==> src/rtl/ex_operand_stage.sv <==
// ex_operand_stage
//   ID -> EX pipeline register with operand forwarding and hazard detection.
//   The EX-stage writer is this stage's own registered state (ex_rd,
//   ex_reg_write, ex_mem_read, ex_valid); its ALU result comes back in on
//   ex_fwd_data. The MEM-stage writer is described by mem_wr/mem_rd/mem_fwd_data.
//
//   Ports
//     clk, reset            clock, synchronous active-high reset
//     id_*                  decoded instruction fields from ID
//     ex_fwd_data           ALU result of the instruction currently in EX
//     mem_wr, mem_rd        MEM-stage writer (reg_write, destination)
//     mem_mem_read          MEM-stage instruction is a load
//     mem_fwd_data          MEM-stage result / load data
//     flush                 branch taken, kill the instruction in ID
//     alu_a, alu_b          registered ALU operands
//     alu_operation, ex_rd, ex_reg_write, ex_mem_read, ex_valid   EX registers
//     stall                 combinational, hold PC and IF/ID this cycle
//     stall_count           saturating count of stall cycles
//
//   Build option
//     FORWARDING_EN  defined   : EX/MEM bypass; only load-use in EX stalls.
//                    undefined : no bypass; any EX or MEM match stalls.

module ex_operand_stage #(
    parameter int DATA_W = 32
) (
    input  logic              clk,
    input  logic              reset,
    input  logic              id_valid,
    input  logic [4:0]        id_rs,
    input  logic [4:0]        id_rt,
    input  logic [DATA_W-1:0] id_rs_val,
    input  logic [DATA_W-1:0] id_rt_val,
    input  logic [DATA_W-1:0] id_imm,
    input  logic              id_use_imm,
    input  logic [5:0]        id_operation,
    input  logic [4:0]        id_rd,
    input  logic              id_reg_write,
    input  logic              id_mem_read,
    input  logic [DATA_W-1:0] ex_fwd_data,
    input  logic              mem_wr,
    input  logic [4:0]        mem_rd,
    input  logic              mem_mem_read,
    input  logic [DATA_W-1:0] mem_fwd_data,
    input  logic              flush,
    output logic [DATA_W-1:0] alu_a,
    output logic [DATA_W-1:0] alu_b,
    output logic [5:0]        alu_operation,
    output logic [4:0]        ex_rd,
    output logic              ex_reg_write,
    output logic              ex_mem_read,
    output logic              ex_valid,
    output logic              stall,
    output logic [15:0]       stall_count
);

    localparam logic [5:0] NOP_OP = 6'b111111;

    logic              ex_writes;
    logic              ex_hit_rs, ex_hit_rt, mem_hit_rs, mem_hit_rt;
    logic              hazard, bubble;
    logic [DATA_W-1:0] opnd_a, opnd_b;

    // rt is only a source when B comes from the register file.
    assign ex_writes  = ex_valid && ex_reg_write;
    assign ex_hit_rs  = (id_rs != 5'd0) && ex_writes && (ex_rd == id_rs);
    assign ex_hit_rt  = !id_use_imm && (id_rt != 5'd0) && ex_writes && (ex_rd == id_rt);
    assign mem_hit_rs = (id_rs != 5'd0) && mem_wr && (mem_rd == id_rs);
    assign mem_hit_rt = !id_use_imm && (id_rt != 5'd0) && mem_wr && (mem_rd == id_rt);

`ifdef FORWARDING_EN
    // Only a load still in EX lacks its data; a load in MEM already has it,
    // so mem_mem_read does not change the bypass decision.
    logic unused_mem_load;
    assign unused_mem_load = mem_mem_read;

    assign hazard = ex_mem_read && (ex_hit_rs || ex_hit_rt);
    assign opnd_a = ex_hit_rs  ? ex_fwd_data  :
                    mem_hit_rs ? mem_fwd_data : id_rs_val;
    assign opnd_b = ex_hit_rt  ? ex_fwd_data  :
                    mem_hit_rt ? mem_fwd_data : id_rt_val;
`else
    // No bypass: wait until the writer reaches WB, where the write-first
    // register file makes the value visible on id_*_val.
    logic unused_fwd;
    assign unused_fwd = ^{ex_fwd_data, mem_fwd_data, mem_mem_read};

    assign hazard = ex_hit_rs || ex_hit_rt || mem_hit_rs || mem_hit_rt;
    assign opnd_a = id_rs_val;
    assign opnd_b = id_rt_val;
`endif

    assign stall  = !reset && id_valid && !flush && hazard;
    assign bubble = !id_valid || flush || stall;

    always_ff @(posedge clk) begin
        if (reset) begin
            alu_a         <= '0;
            alu_b         <= '0;
            alu_operation <= NOP_OP;
            ex_rd         <= 5'd0;
            ex_reg_write  <= 1'b0;
            ex_mem_read   <= 1'b0;
            ex_valid      <= 1'b0;
            stall_count   <= 16'd0;
        end else begin
            if (stall && (stall_count != 16'hFFFF))
                stall_count <= stall_count + 16'd1;

            if (bubble) begin
                alu_a         <= '0;
                alu_b         <= '0;
                alu_operation <= NOP_OP;
                ex_rd         <= 5'd0;
                ex_reg_write  <= 1'b0;
                ex_mem_read   <= 1'b0;
                ex_valid      <= 1'b0;
            end else begin
                alu_a         <= opnd_a;
                alu_b         <= id_use_imm ? id_imm : opnd_b;
                alu_operation <= id_operation;
                ex_rd         <= id_rd;
                ex_reg_write  <= id_reg_write;
                ex_mem_read   <= id_mem_read;
                ex_valid      <= 1'b1;
            end
        end
    end

endmodule

==> config.mk <==
export PLATFORM = sky130hd
export DESIGN_NAME = ex_operand_stage
export DESIGN_NICKNAME = d
export VERILOG_FILES = /design/src/rtl/ex_operand_stage.sv
export SDC_FILE = /design/constraint.sdc
export NUM_CORES = 1
export LEC_CHECK = 0
export CAP_MARGIN = 0
export CORE_AREA = 2 2 112 114
export DETAILED_ROUTE_END_ITERATION = 10
export DIE_AREA = 0 0 114 116
export HOLD_SLACK_MARGIN = 0.12
export PLACE_DENSITY = 0.76
export SLEW_MARGIN = 10
export SYNTH_ARGS = -nofsm -noshare
export SYNTH_HDL_FRONTEND = slang
export SYNTH_SLANG_ARGS = --single-unit
==> constraint.sdc <==
create_clock -name clk -period 3.6 [get_ports clk]
set_clock_uncertainty 0.1 [all_clocks]
set_input_delay 0.72 -clock clk [delete_from_list [all_inputs] [get_ports clk]]
set_output_delay 0.72 -clock clk [all_outputs]
set_load 0.01 [all_outputs]
==> results.ini, run 1 <==
[status]
status = finished clean

[cells_and_area]
seq_area_um2 = 1880
fillers = 1078
syn_to_final_growth_pct = 80.0
diodes = 0
drive_gt1_share_pct = 9.42
nNetsFinal = 766
fin_area_um2 = 6270
stdcell_count = 720
multiInputGateArea_um2 = 1530

[floorplanning]
die_height_um = 116
initial_utilization_pct = 29.2
die_x_um = 114
core_um2 = 11900
dieArea_um2 = 13200
io_pins = 290
rows = 40

[setup_path]
worst-setup-path-type = input pin to output port
cp.required_ns = 2.78
rr_worst_depth = 7
arrival_ns = 2.61
worstReg2RegEnd = stall_count[11]$_SDFFE_PP0P_
startpoint_type = input pin
cp_max_fo = 2
critPathCaptureType = output port
r2r_start = stall_count[0]$_SDFFE_PP0P_
r2r_slack_ns = 1.27

[route]
wire_per_inst_um = 15.1
first_iter_violations = 122
wirelength_um = 10800
drc_errors = 0
ant_nets = 0
detail_route.vias_per_cell = 4.55
firstDrtPassIters = 4
via_count = 3277

[global_route]
met2_usage_pct = 28.8
antenna_found_initial = 0
grt_max_degree = 40
met3_usage_pct = 6.75
overflow = 0
busiest_layer = met2
grt_pass1_vias = 3350
grt_usage_pct = 16.4
grt_util_met1_pct = 17.0
grt_pass1_wl_um = 16500

[place]
io_buffer_count = 224
routabilityCongestion = 0.835
dpl.cell_count = 706
post-dp-hpwl_um = 8560
placedInstanceArea_um2 = 6000

[power_and_ir_drop]
vdd_ir_drop_max_uv = 195
total_leakage_power_nw = 2.64
power_density_nw_per_um2 = 357
power_mw = 2.24

[clock_tree]
cts_tree = done
root_buffer = clkbuf_16
path_clk_slew_ns = 0.06
cts_buffers = 9
clk_latency_ns = 0.34
htreeDepth = 3
cts_setup_buffers = 0
ctsHoldBuffers = 0
clk_path_buf_depth = 2
cts.sinks = 94

[timing]
fmax_mhz = 291
slew_violations = 0
slew-limit-headroom_pct = 65.2
fin_crit_ns = 3.43
hold_viol = 0
finalSetupViolations = 0
period_share_pct = 95.3
rsz0062_at_grt = false
worstMarginPinSlew_ns = 0.523
hold_slack_ns = 0.394

[logic_synthesis]
yosysSeqAreaShare_pct = 54.0
postSynthAreaPerCell_um2 = 10.5
synth_nets = 529
synth_area_um2 = 3480
syn_inst = 333
yosysWarnings = 0
ys_ff_latch = 94
ys_types = 36

[flow_run]
maxCapViolCount = 0

[worst_hold_path]
min_to = stall_count[15]$_SDFFE_PP0P_
whs_path_depth = 1
min_path_type = register to register
hp-start = stall_count[15]$_SDFFE_PP0P_

[per-stage QoR]
stage,utilization (%),setup TNS (ns),setup slack [ns]
after global placement,50.4,-0.201,-0.201
after detailed placement,50.4,-0.241,-0.241
after CTS,52.6,0,0.00933
final,52.6,0,0.169
after floorplan,-,0,0.810
after global routing,52.6,0,0.0987
[flip-flops by register name, indices dropped and copies added (netlist names)]
signal	flops
alu_operation	6
ex_rd	5
stall_count	16
ex_reg_write	1
alu_a	32
ex_valid	1
ex_mem_read	1
alu_b	32
[power by group]
group	internal, mW	leakage [nW]	switching [mW]
logic	0.217	1.74	0.101
clock network	0.477	0.128	0.370
registers	1.07	0.764	0.00853
total	1.76	2.64	0.479
[what timing repair did]
item,CTS,global route
setup endpoints to repair,1,1
gates resized for setup,3,5
pin swaps,0,1
[cells by family (layout without fill, tap and decap cells)]
logic type / Yosys count / after routing / synth area share, %
xor+xnor: 24 / 24 / 6.04
compound gates: 14 / 14 / 3.23
buf+inv: 22 / 262 / 2.73
mux: 41 / 41 / 12.1
flops: 94 / 94 / 54.0
fa+ha+maj: 1 / 1 / 0.359
simple gates: 137 / 137 / 21.5
[layout make-up]
| class | instances | area share, % |
|---|---|---|
| repair buffers | 246 | 38.4 |
| flip-flops and latches | 94 | 30.0 |
| multi-input cells | 217 | 24.4 |
| clock buffers | 12 | 3.93 |
| well taps | 147 | 2.93 |
| clock inverters | 2 | 0.160 |
| inverters | 2 | 0.120 |
[Yosys cell counts, drive strengths merged]
library cell | count | area, µm²
a21bo | 2 | 20.0
a21oi | 6 | 30.0
a31o | 1 | 8.76
a32o | 1 | 10.0
a32oi | 1 | 16.3
and2 | 1 | 6.26
and3 | 46 | 288
and4 | 2 | 17.5
and4b | 1 | 10.0
buf | 6 | 35.0
clkbuf | 14 | 52.6
dfxtp | 94 | 1880
ha | 1 | 12.5
inv | 2 | 7.50
mux2 | 6 | 71.3
mux2i | 35 | 350
nand2 | 3 | 16.3
nand2b | 8 | 50.1
nand3 | 9 | 45.0
nand3b | 2 | 15.0
nand4 | 6 | 37.5
nor2 | 44 | 165
nor2b | 6 | 37.5
nor3b | 1 | 7.51
nor4 | 4 | 25.0
o2111ai | 1 | 8.76
o211ai | 1 | 7.51
o21bai | 1 | 11.3
or2 | 2 | 12.5
or4 | 2 | 15.0
xnor2 | 16 | 140
xor2 | 8 | 70.1
[worst max-delay path by stage]
stage	from	to	slack, ns
6_report	id_rt[0]	stall	0.17
5_1_grt	id_rt[0]	stall	0.1
4_1_cts	id_rs[2]	stall	0.009
3_5_place_dp	id_rs[2]	stall	-0.24
3_3_place_gp	id_rs[2]	stall	-0.20
2_1_floorplan	id_rt[0]	stall	0.81
[layer usage]
| layer | up-vias | share of wire, % |
|---|---|---|
| met4 | 0 | 1.9 |
| met3 | 14 | 9.0 |
| met1 | 1515 | 38 |
| met5 | - | 0 |
| li1 | 1611 | - |
| met2 | 137 | 51 |
[worst max-delay path, stage by stage]
cell,delay [ns]
clkdlybuf4s50_1,0.42
or4_4,0.56
o21bai_4,0.16
nor4_1,0.09
or2_1,0.23
a32o_2,0.30
clkbuf_2,0.13
[cell usage in the layout (no fill, tap or decap), drive strengths merged, types with 2 or more instances in the layout]
| master | n |
|---|---|
| mux2i | 35 |
| buf | 23 |
| xor2 | 8 |
| nand3b | 2 |
| clkbuf | 13 |
| a21bo | 2 |
| inv | 2 |
| nor2b | 6 |
| nand2 | 3 |
| nand4 | 6 |
| a21oi | 6 |
| nor2 | 44 |
| dfxtp | 94 |
| nand2b | 8 |
| and3 | 46 |
| mux2 | 6 |
| clkinv | 2 |
| nor4 | 4 |
| or2 | 2 |
| clkdlybuf4s50 | 222 |
| nand3 | 9 |
| and4 | 2 |
| xnor2 | 16 |
| or4 | 2 |
No activity file was read; power rests on OpenSTA's default activity.
==> inputs of run 2 (changes only) <==
Settings changed: ABC_AREA set to 1, CORE_AREA 2 2 112 114 to 2 2 113 115, DIE_AREA 0 0 114 116 to 0 0 115 117, GPL_ROUTABILITY_DRIVEN set to 0, PLACE_DENSITY 0.76 to 0.79, SLEW_MARGIN 10 to 20.
==> run 2 against run 1 <==
Net effect:
- register-to-register slack better by 0.32 ns
- routed wire length rose by 3.0%
- setup slack improved by 0.33 ns
- largest power group unchanged
- synthesized cell count up 66%
- clock power is 11% higher
- non-clock buffer count shrank 13
- sequential share of layout area decreased by 1.6 points
- first-iteration DRC count is 93% higher
- count of clock-buffer cells in the layout is the same
- combinational power increased by 2%
- critical endpoint unchanged
==> results.ini, run 2 <==
[timing]
slew-limit-headroom_pct = 76.3
slew_violations = 0
hold_slack_ns = 0.459
worstMarginPinSlew_ns = 0.356
fin_crit_ns = 3.10
finalSetupViolations = 0
fmax_mhz = 323
finalSetupTns_ns = 0
period_share_pct = 86.0
rsz0062_at_grt = false
hold_viol = 0

[power_and_ir_drop]
vdd_ir_drop_max_uv = 275
power_mw = 2.34
total_leakage_power_nw = 2.94
power_density_nw_per_um2 = 352

[cells_and_area]
fillers = 1166
reg_top3 = alu_a (32), alu_b (32), stall_count (16)
syn_to_final_growth_pct = 68.0
nNetsFinal = 970
final_common_cell = clkdlybuf4s50_1
drive_gt1_share_pct = 6.81
final_cell_mix = 223 x clkdlybuf4s50_1, 143 x nand2_1, 99 x inv_1

[floorplanning]
rows = 41
die_x_um = 115
dieArea_um2 = 13500
core_um2 = 12300
io_pins = 290
initial_utilization_pct = 32.1
die_height_um = 117

[route]
wirelength_um = 11200
first_iter_violations = 236
detail_route.vias_per_cell = 4.32
via_count = 4015
ant_nets = 0
drc_errors = 0
firstDrtPassIters = 4
wire_per_inst_um = 12.0

[clock_tree]
cts_setup_buffers = 0
cts.sinks = 94
clk_path_buf_depth = 2
path_clk_slew_ns = 0.06
cts_tree = done
root_buffer = clkbuf_16
htreeDepth = 3
cts_buffers = 9
clk_latency_ns = 0.33

[logic_synthesis]
async_reset_ff_share_pct = 0
postSynthAreaPerCell_um2 = 7.15
synth_top_area_cell = dfxtp_1
synth.most_common_cell = nand2_1
yosysSeqAreaShare_pct = 47.7
synth_nets = 748
synthTopCellsByCount = 143 x nand2_1, 99 x inv_1, 94 x dfxtp_1
synth_area_um2 = 3950
syn_inst = 552
ys_ff_latch = 94
synth_ff_type = dfxtp_1
yosysWarnings = 0
synth_area_leaders = dfxtp_1 48%, nand2_1 14%, inv_1 9.4%
ys_types = 27
yosys.area.top_type_share_pct = 47.7
synth_edf_count = 0

[setup_path]
r2r_slack_ns = 1.59
startpoint_type = input pin
critPathCaptureType = output port
crit_path_top_delay_cell = clkdlybuf4s50_1
arrival_ns = 2.28
r2r_start = ex_rd[0]$_SDFF_PP0_
cp.required_ns = 2.78
crit_path_start = id_rs[0]
critPathBufInv = 3
worst_path_largest_cell_delay_ns = 0.50
rr_worst_depth = 11
cp_max_fo = 3
worstReg2RegEnd = alu_a[2]$_SDFF_PP0_
crit_path_end = stall
worst-setup-path-type = input pin to output port
worst-path-stages = 10
cpLargestDelayFamily = buffers and inverters
worstPathCellList = clkdlybuf4s50_1, inv_1, nand2_1, nand2_1, nor2_1, nand3_1, nor2_1, nor2_4, a21boi_1, dlymetal6s2s_1

[global_route]
grt_pass1_vias = 3597
antenna_found_initial = 1
overflow = 0
grt_usage_pct = 16.2
grt_pass1_wl_um = 16800
grt_max_degree = 36

[worst_hold_path]
min_path_type = register to register

[place]
io_buffer_count = 224
post-dp-hpwl_um = 8690

[status]
status = finished clean

[flow_run]
maxCapViolCount = 0

[run 2: cell count changes in the layout (fill, tap and decap cells not counted), moves of 21 or more]
cell	before	now
nor2_2	1	22
nand2_1	1	143
inv_1	1	99
a21oi_1	6	32
mux2i_1	35	0
and3_1	46	0
[run 2: cell type report]
type	count	area (µm²)	share of cell area (%)
multi-input cells	332	1550	23.4
clock buffers	12	246	3.72
clock inverters	3	43.8	0.660
repair buffers	233	2320	35.1
diodes	1	2.50	0.0377
flip-flops and latches	94	1880	28.4
well taps	150	188	2.83
inverters	104	390	5.89
[run 2: layer usage]
metal  GRT usage [%]  share of wire [%]  routed length (µm)  vias to the layer above
met3            7.47                9.2                1020                       12
li1                -                  -                   -                     2101
met1            17.0                 38                4210                     1761
met2            28.4                 52                5760                      141
met5               0                  0                   0                        -
met4            6.43                1.5                 167                        0
[run 2: worst min-delay path by stage]
| stage | startpoint | endpoint | slack (ns) | depth (start not counted) |
|---|---|---|---|---|
| global route | stall_count[1]$_SDFFE_PP0P_ | stall_count[1]$_SDFFE_PP0P_ | 0.49 | 4 |
| global placement | stall_count[14]$_SDFFE_PP0P_ | stall_count[14]$_SDFFE_PP0P_ | 0.44 | 4 |
| CTS | stall_count[1]$_SDFFE_PP0P_ | stall_count[1]$_SDFFE_PP0P_ | 0.46 | 4 |
| floorplan | stall_count[14]$_SDFFE_PP0P_ | stall_count[14]$_SDFFE_PP0P_ | 0.45 | 4 |
| detailed placement | stall_count[1]$_SDFFE_PP0P_ | stall_count[1]$_SDFFE_PP0P_ | 0.45 | 4 |
| finish | stall_count[1]$_SDFFE_PP0P_ | stall_count[1]$_SDFFE_PP0P_ | 0.46 | 4 |
[run 2: metrics by stage]
stage | worst slack [ns] | cell area (µm²) | std cells | utilization (%)
6_report | 0.503 | 6630 | 929 | 53.9
5_1_grt | 0.359 | 6630 | 929 | 53.9
4_1_cts | 0.0661 | 6630 | 928 | 53.8
3_5_place_dp | 0.0708 | 6340 | 913 | 51.5
3_3_place_gp | 0.0971 | 6340 | 913 | 51.5
2_1_floorplan | 1.04 | 3950 | 552 | -
[run 2: repair_timing]
item                                    CTS  global route
gates resized for setup                   0             2
endpoints found under the setup margin    0             1
hold buffers                              0             0
[run 2: kinds of logic (layout without fill, tap and decap cells)]
| kind of cell | Yosys count | count (layout) | synth area share (%) |
|---|---|---|---|
| DFF | 94 | 94 | 47.7 |
| other | 0 | 1 | 0 |
| adders and majority gates | 1 | 1 | 0.317 |
| buffers and inverters | 126 | 352 | 13.2 |
| AOI/OAI and AO/OA | 39 | 39 | 5.10 |
| xor gates and xnor gates | 10 | 10 | 2.22 |
| and+or+nand+nor | 282 | 282 | 31.5 |
[run 2: where the power goes]
group	total, mW	switching (mW)	internal (mW)
Clock	0.940	0.384	0.555
Sequential	1.07	0.00798	1.06
Combinational	0.324	0.123	0.201
[run 2: tightest hold or removal path, stage by stage, from the launching register on]
cell,delay [ns]
dfxtp_1,0.34
inv_1,0.06
nand2_1,0.04
inv_1,0.04
nor2_1,0.03
==> inputs of run 3 (changes only) <==
--- a/constraint.sdc
+++ b/constraint.sdc
@@ -4,2 +4,2 @@
 set_output_delay 0.72 -clock clk [all_outputs]
-set_load 0.01 [all_outputs]
+set_load 0.005 [all_outputs]
==> run 3 against run 2 <==
Net effect:
- combinational power shrank 3%
- register-to-register slack about the same
- sequential share of layout area is essentially flat
- clock power fell by 0.9%
- routed wire length rose by 0.32%
- utilization barely moved
- non-clock buffer count is the same
- count of clock-buffer cells in the layout increased by 2
- critical path type unchanged
==> results.ini, run 3 (synthesis gave the netlist of run 2 again) <==
[worst_hold_path]
min_path_type = register to register

[power_and_ir_drop]
total_leakage_power_nw = 2.93
power_mw = 2.32
power_density_nw_per_um2 = 350
vdd_ir_drop_max_uv = 281

[place]
post-dp-hpwl_um = 8700
io_buffer_count = 224
dpl.cell_count = 913
pre_cts_slack_ns = 0.103

[route]
wirelength_um = 11200
ant_nets = 0
detail_route.vias_per_cell = 4.31
wire_per_inst_um = 12.0
drc_errors = 0
firstDrtPassIters = 4
via_count = 4006
first_iter_violations = 252

[setup_path]
crit_path_top_delay_cell = clkdlybuf4s50_1
cp.required_ns = 2.78
critPathCaptureType = output port
arrival_ns = 2.61
startpoint_type = input pin
critPathBufInv = 3
cpLargestDelayFamily = buffers and inverters
worstPathCellList = clkdlybuf4s50_1, inv_1, nand2_1, nand2_1, nor2_1, nand3_1, nor2_1, nor2_4, a21boi_1, clkdlybuf4s50_1
worst_path_largest_cell_delay_ns = 0.54
cp_max_fo = 3
worst-setup-path-type = input pin to output port

[status]
status = finished clean

[floorplanning]
die_x_um = 115
dieArea_um2 = 13500
io_pins = 290
initial_utilization_pct = 32.1
die_height_um = 117
rows = 41
core_um2 = 12300

[timing]
period_share_pct = 95.3
setup_ws_ns = 0.170
rsz0062_at_grt = false
worstMarginPinSlew_ns = 0.361
finalSetupTns_ns = 0
finalSetupViolations = 0
hold_slack_ns = 0.455
slew_violations = 0
slew-limit-headroom_pct = 76.0
fin_crit_ns = 3.43
hold_viol = 0
fmax_mhz = 292

[clock_tree]
root_buffer = clkbuf_16
cts_buffers = 9
clk_path_buf_depth = 2
cts.sinks = 94
htreeDepth = 3
clk_latency_ns = 0.33
cts_setup_buffers = 0
cts_tree = done
ctsHoldBuffers = 0
cts_resized = 0
path_clk_slew_ns = 0.06

[cells_and_area]
syn_to_final_growth_pct = 68.1
stdcell_count = 929
diodes = 0
nNetsFinal = 970
drive_gt1_share_pct = 7.06
final_common_cell = clkdlybuf4s50_1
final_cell_mix = 224 x clkdlybuf4s50_1, 143 x nand2_1, 99 x inv_1
reg_top3 = alu_a (32), alu_b (32), stall_count (16)
fillers = 1152

[global_route]
grt_usage_pct = 16.3
antenna_found_initial = 0
overflow = 0
grt_pass1_wl_um = 16900
grt_max_degree = 36
grt_pass1_vias = 3708

[flow_run]
maxCapViolCount = 0

## run 3: through the flow
stage	cell area [µm²]	util, %
3_5_place_dp	6340	51.5
6_report	6630	53.9
4_1_cts	6630	53.9
2_1_floorplan	3950	-
3_3_place_gp	6340	51.5
5_1_grt	6630	53.9
## run 3: report_power, final
part	total [mW]	leakage, nW	internal [mW]	switching (mW)
registers	1.07	0.763	1.06	0.00802
clock network	0.932	0.149	0.544	0.387
logic	0.315	2.02	0.201	0.114
total	2.32	2.93	1.81	0.509
## run 3: area by class of cell
cell class | count | area [µm²] | area share (%)
inverters | 104 | 390 | 5.88
repair buffers | 233 | 2320 | 35.0
clock inverters | 2 | 13.8 | 0.207
clock buffers | 14 | 284 | 4.28
well taps | 150 | 188 | 2.83
flip-flops and latches | 94 | 1880 | 28.4
multi-input cells | 332 | 1550 | 23.4
## run 3: routing by layer
metal  wire length (µm)  vias up  share of wire (%)  GRT usage [%]
li1                   -     2099                  -              -
met1               4190     1733                 37           16.6
met2               5660      153                 51           29.1
met3               1090       21                9.8           7.36
met4                250        0                2.2           6.43
met5                  0        -                  0              0
## run 3: final timing paths
check                                            startpoint  cells after the start  slack, ns                     endpoint
worst min-delay path            stall_count[1]$_SDFFE_PP0P_                      4       0.46  stall_count[1]$_SDFFE_PP0P_
worst max register to register          ex_rd[0]$_SDFF_PP0_                     11       1.60         alu_a[14]$_SDFF_PP0_
worst max-delay path                               id_rs[0]                     10       0.17                        stall
worst min register to register  stall_count[1]$_SDFFE_PP0P_                      4       0.46  stall_count[1]$_SDFFE_PP0P_
## run 3: worst reg2reg max path, delay by kind of cell (launching register included)
family                 cells  cell delay, ns
AND/OR/NAND/NOR            8            0.90
buffers and inverters      3            0.52
flip-flops                 1            0.38
